===== config.mk =====
export PLATFORM = sky130hd
export DESIGN_NAME = code_loader
export DESIGN_NICKNAME = d
export VERILOG_FILES = /design/src/rtl/code_loader.sv
export SDC_FILE = /design/constraint.sdc
export NUM_CORES = 1
export LEC_CHECK = 0
export ABC_AREA = 1
export CORE_UTILIZATION = 58
export DETAILED_ROUTE_END_ITERATION = 16
export PLACE_DENSITY_LB_ADDON = 0.05
export SETUP_SLACK_MARGIN = 0.02
export SLEW_MARGIN = 15
export SYNTH_ARGS = -nofsm -noshare
export SYNTH_HDL_FRONTEND = slang
export SYNTH_SLANG_ARGS = --single-unit

===== constraint.sdc =====
create_clock -name clk -period 3.9 [get_ports clk]
set_clock_uncertainty 0.1 [all_clocks]
set_input_delay 0.975 -clock clk [delete_from_list [all_inputs] [get_ports clk]]
set_output_delay 0.975 -clock clk [all_outputs]
set_load 0.005 [all_outputs]

===== src/rtl/code_loader.sv =====
// code_loader: parses a framed byte stream (16-bit length, N big-endian words,
// XOR checksum byte) into single-cycle writes for the code storage write port.
// Latency: is_write 1 cycle after the W_LO byte; done/error 1 cycle after CHK.
// Backpressure: in_ready is high only while a frame is being received; in_valid low stalls forever.
// Ports: clk/reset (sync, active-high); load_start opens a frame; in_data/in_valid/in_ready
// byte stream; is_write/write_line/write_data storage write; busy/done/error/lines_loaded status.
module code_loader #(
  parameter int code_size     = 12,   // 9..16
  parameter int max_code_line = 100
) (
  input  logic                 clk,
  input  logic                 reset,
  input  logic                 load_start,
  input  logic [7:0]           in_data,
  input  logic                 in_valid,
  output logic                 in_ready,
  output logic                 is_write,
  output logic [31:0]          write_line,
  output logic [code_size-1:0] write_data,
  output logic                 busy,
  output logic                 done,
  output logic                 error,
  output logic [31:0]          lines_loaded
);

  typedef enum logic [2:0] {
    IDLE, LEN_HI, LEN_LO, W_HI, W_LO, CHK, FAULT
  } state_t;

  localparam logic [31:0] CAPACITY = 32'(max_code_line + 1);

  state_t      state;
  logic [15:0] frame_len;
  logic [7:0]  hi_byte;
  logic [7:0]  chk_acc;
  logic        is_write_q;

  logic        xfer;
  logic [15:0] len_next;
  logic [15:0] word;

  // Receiving states are exactly the busy states.
  assign in_ready = (state == LEN_HI) || (state == LEN_LO) || (state == W_HI) ||
                    (state == W_LO)   || (state == CHK);
  assign busy     = in_ready;
  assign xfer     = in_valid && in_ready;
  assign len_next = {frame_len[15:8], in_data};
  assign word     = {hi_byte, in_data};

  // A write scheduled by the last W_LO byte must not reach storage if reset
  // lands in the cycle it is presented, so the strobe is masked by reset.
  assign is_write = is_write_q && !reset;

  always_ff @(posedge clk) begin
    if (reset) begin
      state        <= IDLE;
      frame_len    <= '0;
      hi_byte      <= '0;
      chk_acc      <= '0;
      is_write_q   <= 1'b0;
      write_line   <= '0;
      write_data   <= '0;
      done         <= 1'b0;
      error        <= 1'b0;
      lines_loaded <= '0;
    end else begin
      is_write_q <= 1'b0;
      done       <= 1'b0;
      case (state)
        IDLE, FAULT: begin
          if (load_start) begin
            state        <= LEN_HI;
            error        <= 1'b0;
            lines_loaded <= '0;
            chk_acc      <= '0;
          end
        end
        LEN_HI: begin
          if (xfer) begin
            frame_len[15:8] <= in_data;
            chk_acc         <= chk_acc ^ in_data;
            state           <= LEN_LO;
          end
        end
        LEN_LO: begin
          if (xfer) begin
            frame_len[7:0] <= in_data;
            chk_acc        <= chk_acc ^ in_data;
            if ({16'd0, len_next} > CAPACITY) begin
              state <= FAULT;
              error <= 1'b1;
            end else if (len_next == 16'd0) begin
              state <= CHK;
            end else begin
              state <= W_HI;
            end
          end
        end
        W_HI: begin
          if (xfer) begin
            hi_byte <= in_data;
            chk_acc <= chk_acc ^ in_data;
            state   <= W_LO;
          end
        end
        W_LO: begin
          if (xfer) begin
            chk_acc      <= chk_acc ^ in_data;
            is_write_q   <= 1'b1;
            write_line   <= lines_loaded;
            write_data   <= word[code_size-1:0];  // upper bits of the byte pair dropped
            lines_loaded <= lines_loaded + 32'd1;
            if (lines_loaded + 32'd1 < {16'd0, frame_len})
              state <= W_HI;
            else
              state <= CHK;
          end
        end
        CHK: begin
          if (xfer) begin
            chk_acc <= chk_acc ^ in_data;
            // Words already written stay written; only the status reflects a bad frame.
            if ((chk_acc ^ in_data) == 8'd0)
              done <= 1'b1;
            else
              error <= 1'b1;
            state <= IDLE;
          end
        end
        default: state <= IDLE;
      endcase
    end
  end

endmodule

# After elaboration in Yosys (flattened, before gate mapping)
# Cells that the tools add are included.
[op_classes]
n_bitwise = 4
n_reduce_logical = 25
mux = 24
eq_ne = 15
order_cmp = 2
add_sub_neg = 1
[ops]
columns = ["op", "count"]
rows = [
  ["$mux W32", 2],
  ["$pmux W32 S2", 1],
  ["$add A32 B1 Y32 const B", 1],
  ["$lt A32 B16 Y1", 1],
  ["$mux W3", 9],
  ["$pmux W3 S6", 1],
  ["$gt A16 B7 Y1 const B", 1],
  ["$logic_not A16 Y1", 1],
  ["$mux W8", 2],
  ["$pmux W8 S2", 1],
  ["$ne A2 B2 Y1 const B", 7],
  ["$reduce_and A6 Y1", 2],
  ["$eq A3 B3 Y1 const B", 3],
  ["$logic_not A8 Y1", 1],
  ["$reduce_and A2 Y1", 4],
  ["$xor A8 B8 Y8", 1],
  ["$mux W1", 7],
  ["$eq A3 B2 Y1 const B", 2],
  ["$reduce_and A3 Y1", 2],
  ["$reduce_or A5 Y1", 1],
  ["$logic_or A1 B1 Y1", 4],
  ["$ne A2 B1 Y1 const B", 2],
  ["$reduce_bool A2 Y1", 2],
  ["$reduce_or A2 Y1", 2],
  ["8 further kinds", 11],
]
[totals]
elab_cells = 82
reg_bits = 110

# Logic depth before layout (Yosys ltp)
# Gate-level depths: netlist of run 1.
[logic_depth]
depth_word = 8
depth_mapped = 18
ltp_nobuf = 18

# Least setup slack after synthesis of run 1
# Ideal clock, no wire load.
[synth_timing]
path_type = "input-to-output"
startpoint = "input port reset"
endpoint = "output port is_write"
arrival_time_ns = 1.612
path_buffers = 2
t_required_ns = 2.825
path_slack_ns = 1.213
cell_stages = 3
path_cell_list = "clkbuf_1 -> buf_1 -> nor2_1"
[synth_via]
elab_chain_cells = 2
[synth_lines]
columns = ["item", "line", "source"]
rows = [
  ["start: declaration", "12", "input logic reset,"],
  ["$logic_not A1 Y1", "52", "assign is_write = is_write_q && !reset;"],
  ["$logic_and A1 B1 Y1", "52", ""],
  ["end: declaration", "17", "output logic is_write,"],
]
# Every way passes these cells.

# Final worst setup path of run 1
[layout_timing]
startpoint = "register lines_loaded[1]"
endpoint = "register state[2]"
[layout_via]
elab_chain_cells = 5
[layout_lines]
columns = ["item", "line", "source"]
rows = [
  ["start: declaration", "23", "output logic [31:0] lines_loaded"],
  ["start signal: assignment", "112", "lines_loaded <= lines_loaded + 32'd1;"],
  ["$add A32 B1 Y32", "113", "if (lines_loaded + 32'd1 < {16'd0, frame_len})"],
  ["$lt A32 B16 Y1", "113", ""],
  ["$mux W3", "113", ""],
  ["$mux W3", "107", "if (xfer) begin"],
  ["$pmux W3 S6", "69", "case (state)"],
  ["end signal: assignment", "72", "state <= LEN_HI;"],
  ["end signal: assignment", "114", "state <= W_HI;"],
  ["end signal: assignment", "116", "state <= CHK;"],
  ["end: declaration", "32", "state_t state;"],
]
# Every way passes these cells. The select of a mux whose other input is x is not followed.
# A chain may end at the register's enable or synchronous reset.

==> impl_metrics.json, run 1 <==
{
  "synth_top_area_cell": "dfxtp_1",
  "postRouteAntennaNets": 0,
  "place_congestion": 0.9380,
  "dr.pass1.iters": 5,
  "synth-compound-area-share": 0.1654,
  "slowest_delay_ps": 520,
  "io_buffers": 92,
  "r2r-end": "state[2]",
  "cpLargestDelayFamily": "simple AND/OR/NAND/NOR gates",
  "path_max_fanout": 6,
  "drv_slew": 0,
  "fin_crit_sh": 0.8034,
  "arrival_ps": 3340,
  "outcome": "finished clean",
  "n_antenna_cell": 0,
  "slew_headroom": 0.4777,
  "tightestPinTransition_ps": 783.5,
  "place_ws_ps": 816.2,
  "synth_top_area_share": 0.3971,
  "die_area_mm2": 0.009956,
  "vias_per_cell": 5.402,
  "postSynthAreaPerCell_um2": 6.984,
  "fmax_mhz": 319.2,
  "grt_first_pass_wirelength_um": 24540,
  "grt_max_degree": 88,
  "dpl.cell_count": 991,
  "wl_per_cell_um": 14.66,
  "h-tree-depth": 3,
  "coreArea_mm2": 0.009240,
  "synth.most_common_cell": "nand2_1",
  "start_util": 0.6001,
  "holdPathEnd": "frame_len[4]",
  "cp-start-kind": "flop",
  "leakagePower_nw": 2.647,
  "cts-root-buf": "clkbuf_8",
  "fin_cells": 1007,
  "clk_path_buf_depth": 2,
  "post-cts-setup-buffer-count": 0,
  "netlist_area_mm2": 0.005545,
  "ir_drop_uv": 287.5,
  "yosysSeqAreaShare": 0.3971,
  "cts_sinks": 110,
  "synth_top_family_by_area": "simple AND/OR/NAND/NOR gates",
  "synth_ff_type": "dfxtp_1",
  "rr_startpoint": "lines_loaded[1]",
  "mappedNetlistNets": 822,
  "cpMaxStageDelayCell": "dfxtp_1",
  "cp-end-kind": "flop",
  "vias": 5440,
  "insertion_delay_ps": 380,
  "setup_tns_ps": 0,
  "hold_path_startpoint": "frame_len[4]",
  "utilization": 0.7251,
  "cp_cell_sequence": "ha_1 > nand3_2 > inv_2 > nand2_1 > nor2_2 > xor2_1 > ha_1 > nand2_1 > nor3_1 > nand3_1 > a21oi_1 > nor2_1 > nand3_1 > nand2_1 > nand2_1 > nand2_1 > a21oi_1",
  "power_density_mw_per_mm2": 476.4,
  "cts_hold_buf": 0,
  "period_needed_ps": 3133,
  "area_growth_pct": 20.83,
  "synth_warnings": 0,
  "whs_path_depth": 2,
  "io_pins": 93,
  "nNetsFinal": 901,
  "row_count": 35,
  "synth.distinct_cells": 40,
  "regToRegSetupSlack_ps": 770,
  "synth_common_cells": "nand2_1, nor2_1, dfxtp_1",
  "grt_pass1_vias": 5152,
  "hold_path_class": "reg -> reg",
  "cap_viol_max_count": 0,
  "rsz0062_at_grt": "no",
  "synthAdderAreaFrac": 0.03610,
  "synth_edf_count": 0,
  "drcViolationCount": 0,
  "crit_path_frequent_cell": "nand2_1",
  "path_class": "reg -> reg",
  "hold_viol": 0,
  "muxShareOfSynthArea": 0,
  "yosys.area_share.simple": 0.2929,
  "cts_tree": "built",
  "setup_slack_ps": 766.7,
  "antenna_found_initial": 0,
  "synth_area_leaders": "dfxtp_1, nand2_1, nor2_1, a21oi_1, o21ai_0",
  "worstPathRequired_ps": 4100,
  "hpwl_um": 10540,
  "die_w_um": 99.78,
  "synth-async-reset-ratio": 0,
  "clkTransAtPathRegs_ps": 120,
  "numCtsBuffers": 9,
  "whs_ps": 374.4,
  "gr-total-overflow": 0,
  "synth_seq_cells": 110,
  "reg2reg_depth": 17,
  "cts_resized": 0,
  "drt_iter0_drc": 338,
  "syn_inst": 794,
  "synth_xor_area_frac": 0.03475,
  "setup-violations-final": 0,
  "die_h_um": 99.78,
  "track_usage": 0.3096,
  "crit_buf_inv": 1,
  "drt-total-wl_um": 14760,
  "final_layout_size_suffix_gt1_frac": 0.07062
}
[worst max-delay path by stage]
stage / slack (ps) / depth (start not counted) / endpoint / startpoint
finish: 770 / 17 / state[2] / lines_loaded[1]
global route: 630 / 17 / state[2] / lines_loaded[1]
CTS: 800 / 3 / is_write / reset
detailed placement: 820 / 3 / is_write / reset
global placement: 820 / 3 / is_write / reset
floorplan: 1210 / 3 / is_write / reset
[state kept, by name, indices dropped and copies added, names as in the netlist]
register	flops
hi_byte	4
write_data	12
state	3
chk_acc	8
write_line	32
frame_len	16
error	1
lines_loaded	32
done	1
is_write_q	1
[where the power goes]
group,total (mW),internal [mW],switching [mW]
combinational,1.19,0.448,0.742
sequential,1.35,1.26,0.0880
clock,0.656,0.242,0.414
total,3.19,1.95,1.24
[area by class of cell]
type	count	area, um2
clock buffers	9	123.9
clock inverters	7	58.81
fillers	789	2540
inverters	67	261.5
multi-input cells	588	2934
flip-flops and latches	110	2202
well taps	129	161.4
repair buffers	97	958.4
[per-layer routing]
metal / vias to the layer above / routed length (um) / GRT usage / part of all wire
met1: 2472 / 6448 / 0.4077 / 0.44
met5: - / 0 / 0 / 0
li1: 2714 / - / - / -
met3: 30 / 1134 / 0.05014 / 0.077
met4: 0 / 390 / 0.1527 / 0.026
met2: 224 / 6791 / 0.4950 / 0.46
[cells by family after synthesis]
logic type / count (synthesis)
xor gates and xnor gates: 22
adders and majority gates: 16
AOI/OAI and AO/OA: 168
buffers and inverters: 96
DFF: 110
and+or+nand+nor: 382
[worst reg2reg max path: stages (launching register included)]
cell and delay [ps]:
dfxtp_1 520, ha_1 270, nand3_2 140, inv_2 120
nand2_1 130, nor2_2 240, xor2_1 150, ha_1 300
nand2_1 80, nor3_1 230, nand3_1 110, a21oi_1 200
nor2_1 100, nand3_1 90, nand2_1 50, nand2_1 70
nand2_1 50, a21oi_1 110
[stage by stage]
stage | power [mW] | instance area [um2]
after floorplan | 2.249 | 5545
after global placement | 2.496 | 6518
after detailed placement | 2.537 | 6518
after CTS | 3.183 | 6700
after global routing | 3.387 | 6700
final | 3.192 | 6700
[cells in the final DEF, fill, tap and decap left out, types with 2 or more instances in the layout]
master	instances
xnor2_1	5
nand2_4	2
a21oi_1	78
nor3_1	5
a211oi_2	2
a21oi_2	2
nand4_1	3
nand3_2	2
a211oi_1	9
nand2_1	188
dfxtp_1	110
inv_1	57
nor2_1	130
nor2_2	12
o21ai_0	69
nor2_4	4
nand3_1	21
inv_4	4
nand3b_1	7
nand2_2	2
clkbuf_8	9
clkdlybuf4s50_1	92
o21ai_1	2
xor2_1	17
or2_2	2
ha_1	16
clkinv_4	3
inv_2	5
nor4_1	2
buf_4	5
No activity file was read; power rests on OpenSTA's default activity.
==> run 2: changes to the inputs <==
--- a/config.mk
+++ b/config.mk
@@ -6,7 +6,7 @@
 export NUM_CORES = 1
 export LEC_CHECK = 0
 export ABC_AREA = 1
-export CORE_UTILIZATION = 58
+export CORE_UTILIZATION = 54
 export DETAILED_ROUTE_END_ITERATION = 16
 export PLACE_DENSITY_LB_ADDON = 0.05
 export SETUP_SLACK_MARGIN = 0.02
==> constraint.sdc (replaced) <==
create_clock -name clk -period 2.93 [get_ports clk]
set_clock_uncertainty 0.1 [all_clocks]
set_input_delay 0.7325 -clock clk [delete_from_list [all_inputs] [get_ports clk]]
set_output_delay 0.7325 -clock clk [all_outputs]
set_load 0.005 [all_outputs]
==> impl_metrics.json, run 2 (synthesis results as in run 1) <==
{
  "tightestPinTransition_ps": 546.8,
  "cp-end-kind": "output port",
  "p_clk_frac": 0.200,
  "path_max_fanout": 11,
  "h-tree-depth": 3,
  "nNetsFinal": 912,
  "worstPathRequired_ps": 2100,
  "switching_share": 0.3880,
  "post-cts-setup-buffer-count": 0,
  "hold_viol": 0,
  "antenna_found_initial": 0,
  "slew_headroom": 0.6355,
  "postRouteAntennaNets": 0,
  "fmax_mhz": 368.8,
  "drt_iter0_drc": 320,
  "cp-start-kind": "flop",
  "clk_path_buf_depth": 2,
  "drv_slew": 0,
  "final_layout_size_suffix_gt1_frac": 0.08774,
  "arrival_ps": 1880,
  "cts_sinks": 110,
  "ir_drop_uv": 496.2,
  "die_h_um": 103.3,
  "holdPathEnd": "frame_len[4]",
  "power_mw": 4.255,
  "final_cell_mix": "nand2_1, nor2_1, dfxtp_1",
  "outcome": "finished clean",
  "vias": 5468,
  "utilization": 0.6903,
  "setup_tns_ps": 0,
  "hold_path_startpoint": "frame_len[4]",
  "insertion_delay_ps": 390,
  "coreArea_mm2": 0.009864,
  "n_antenna_cell": 0,
  "hpwl_um": 11430,
  "grt_first_pass_wirelength_um": 24290,
  "start_util": 0.5622,
  "row_count": 36,
  "drcViolationCount": 0,
  "io_pins": 93,
  "setup_slack_ps": 218.2,
  "p_seq_frac": 0.422,
  "fill_cells": 849,
  "power_density_mw_per_mm2": 624.9,
  "gr-total-overflow": 0,
  "grt_pass1_vias": 4945,
  "whs_path_depth": 2,
  "rsz0062_at_grt": "no",
  "hold_path_class": "reg -> reg",
  "track_usage": 0.3012,
  "rr_startpoint": "lines_loaded[0]",
  "reg2reg_depth": 18,
  "regToRegSetupSlack_ps": 260,
  "mostFrequentLayoutCell": "nand2_1",
  "place_ws_ps": 149.1,
  "top_regs": "lines_loaded (32), write_line (32), frame_len (16)",
  "die_area_mm2": 0.01068,
  "fin_cells": 1022,
  "r2r-end": "state[2]",
  "p_int_mw": 2.604,
  "io_buffers": 92,
  "path_class": "reg -> out",
  "p_comb_frac": 0.378,
  "setup-violations-final": 0,
  "dr.pass1.iters": 4,
  "fin_crit_sh": 0.9255,
  "p_sw_mw": 1.651,
  "drt-total-wl_um": 15360,
  "vias_per_cell": 5.350,
  "clkTransAtPathRegs_ps": 100,
  "period_needed_ps": 2712,
  "wl_per_cell_um": 15.03,
  "cts_tree": "built",
  "die_w_um": 103.3,
  "cap_viol_max_count": 0,
  "area_growth_pct": 22.79,
  "numCtsBuffers": 9,
  "place_congestion": 0.9911,
  "grt_max_degree": 88,
  "leakagePower_nw": 2.704,
  "cts-root-buf": "clkbuf_8",
  "dpl.cell_count": 1006
}
==> run 2: worst max path at each step <==
stage                     endpoint       startpoint  cells past startpoint
after CTS                 state[2]  lines_loaded[1]                     18
after floorplan           state[2]  lines_loaded[1]                     18
final                     in_ready         state[1]                      5
after global routing      state[2]  lines_loaded[1]                     17
after detailed placement  state[2]  lines_loaded[1]                     18
after global placement    state[2]  lines_loaded[3]                     16
==> run 2: critical path: stages (launching register included) <==
cell and delay [ps]:
dfxtp_1 430, inv_2 60, nor2_1 180, inv_1 150, nand2_8 150, clkdlybuf4s50_1 520
==> run 2: stage by stage <==
stage / hold WS (ps) / area [um2]
after global routing: 396.4 / 6809
final: 378.5 / 6809
after floorplan: 335.3 / 5545
after global placement: 356.9 / 6618
after detailed placement: 366.0 / 6618
after CTS: 381.9 / 6789
==> run 2: routing by layer <==
layer	GRT usage	up-vias	part of all wire
met5	0	-	0
met4	0.08126	0	0.018
met2	0.4779	216	0.46
li1	-	2738	-
met3	0.07930	24	0.083
met1	0.4062	2490	0.44
==> run 2: repair_timing <==
action                                  4_1_cts  5_1_grt
hold buffers                                  0        0
endpoints found under the setup margin        0        2
resized for setup                             0        8
==> run 2: cell type report <==
type                            count  area, um2  area share
Sequential cell                   110       2207      0.3241
Tap cell                          133      166.4     0.02444
Clock inverter                      6      43.79    0.006431
Clock buffer                       10      127.6     0.01874
Inverter                           67      261.5     0.03841
Multi-Input combinational cell    588       2949      0.4331
Timing Repair Buffer              108       1054      0.1547
==> run 2: power by group through the flow <==
stage          clock network, mW  logic, mW  registers, mW
6_report                   0.851       1.61           1.80
4_1_cts                    0.880       1.60           1.79
2_1_floorplan                  0       1.19           1.81
3_3_place_gp                   0       1.57           1.82
3_5_place_dp                   0       1.60           1.82
5_1_grt                    0.930       1.78           1.82
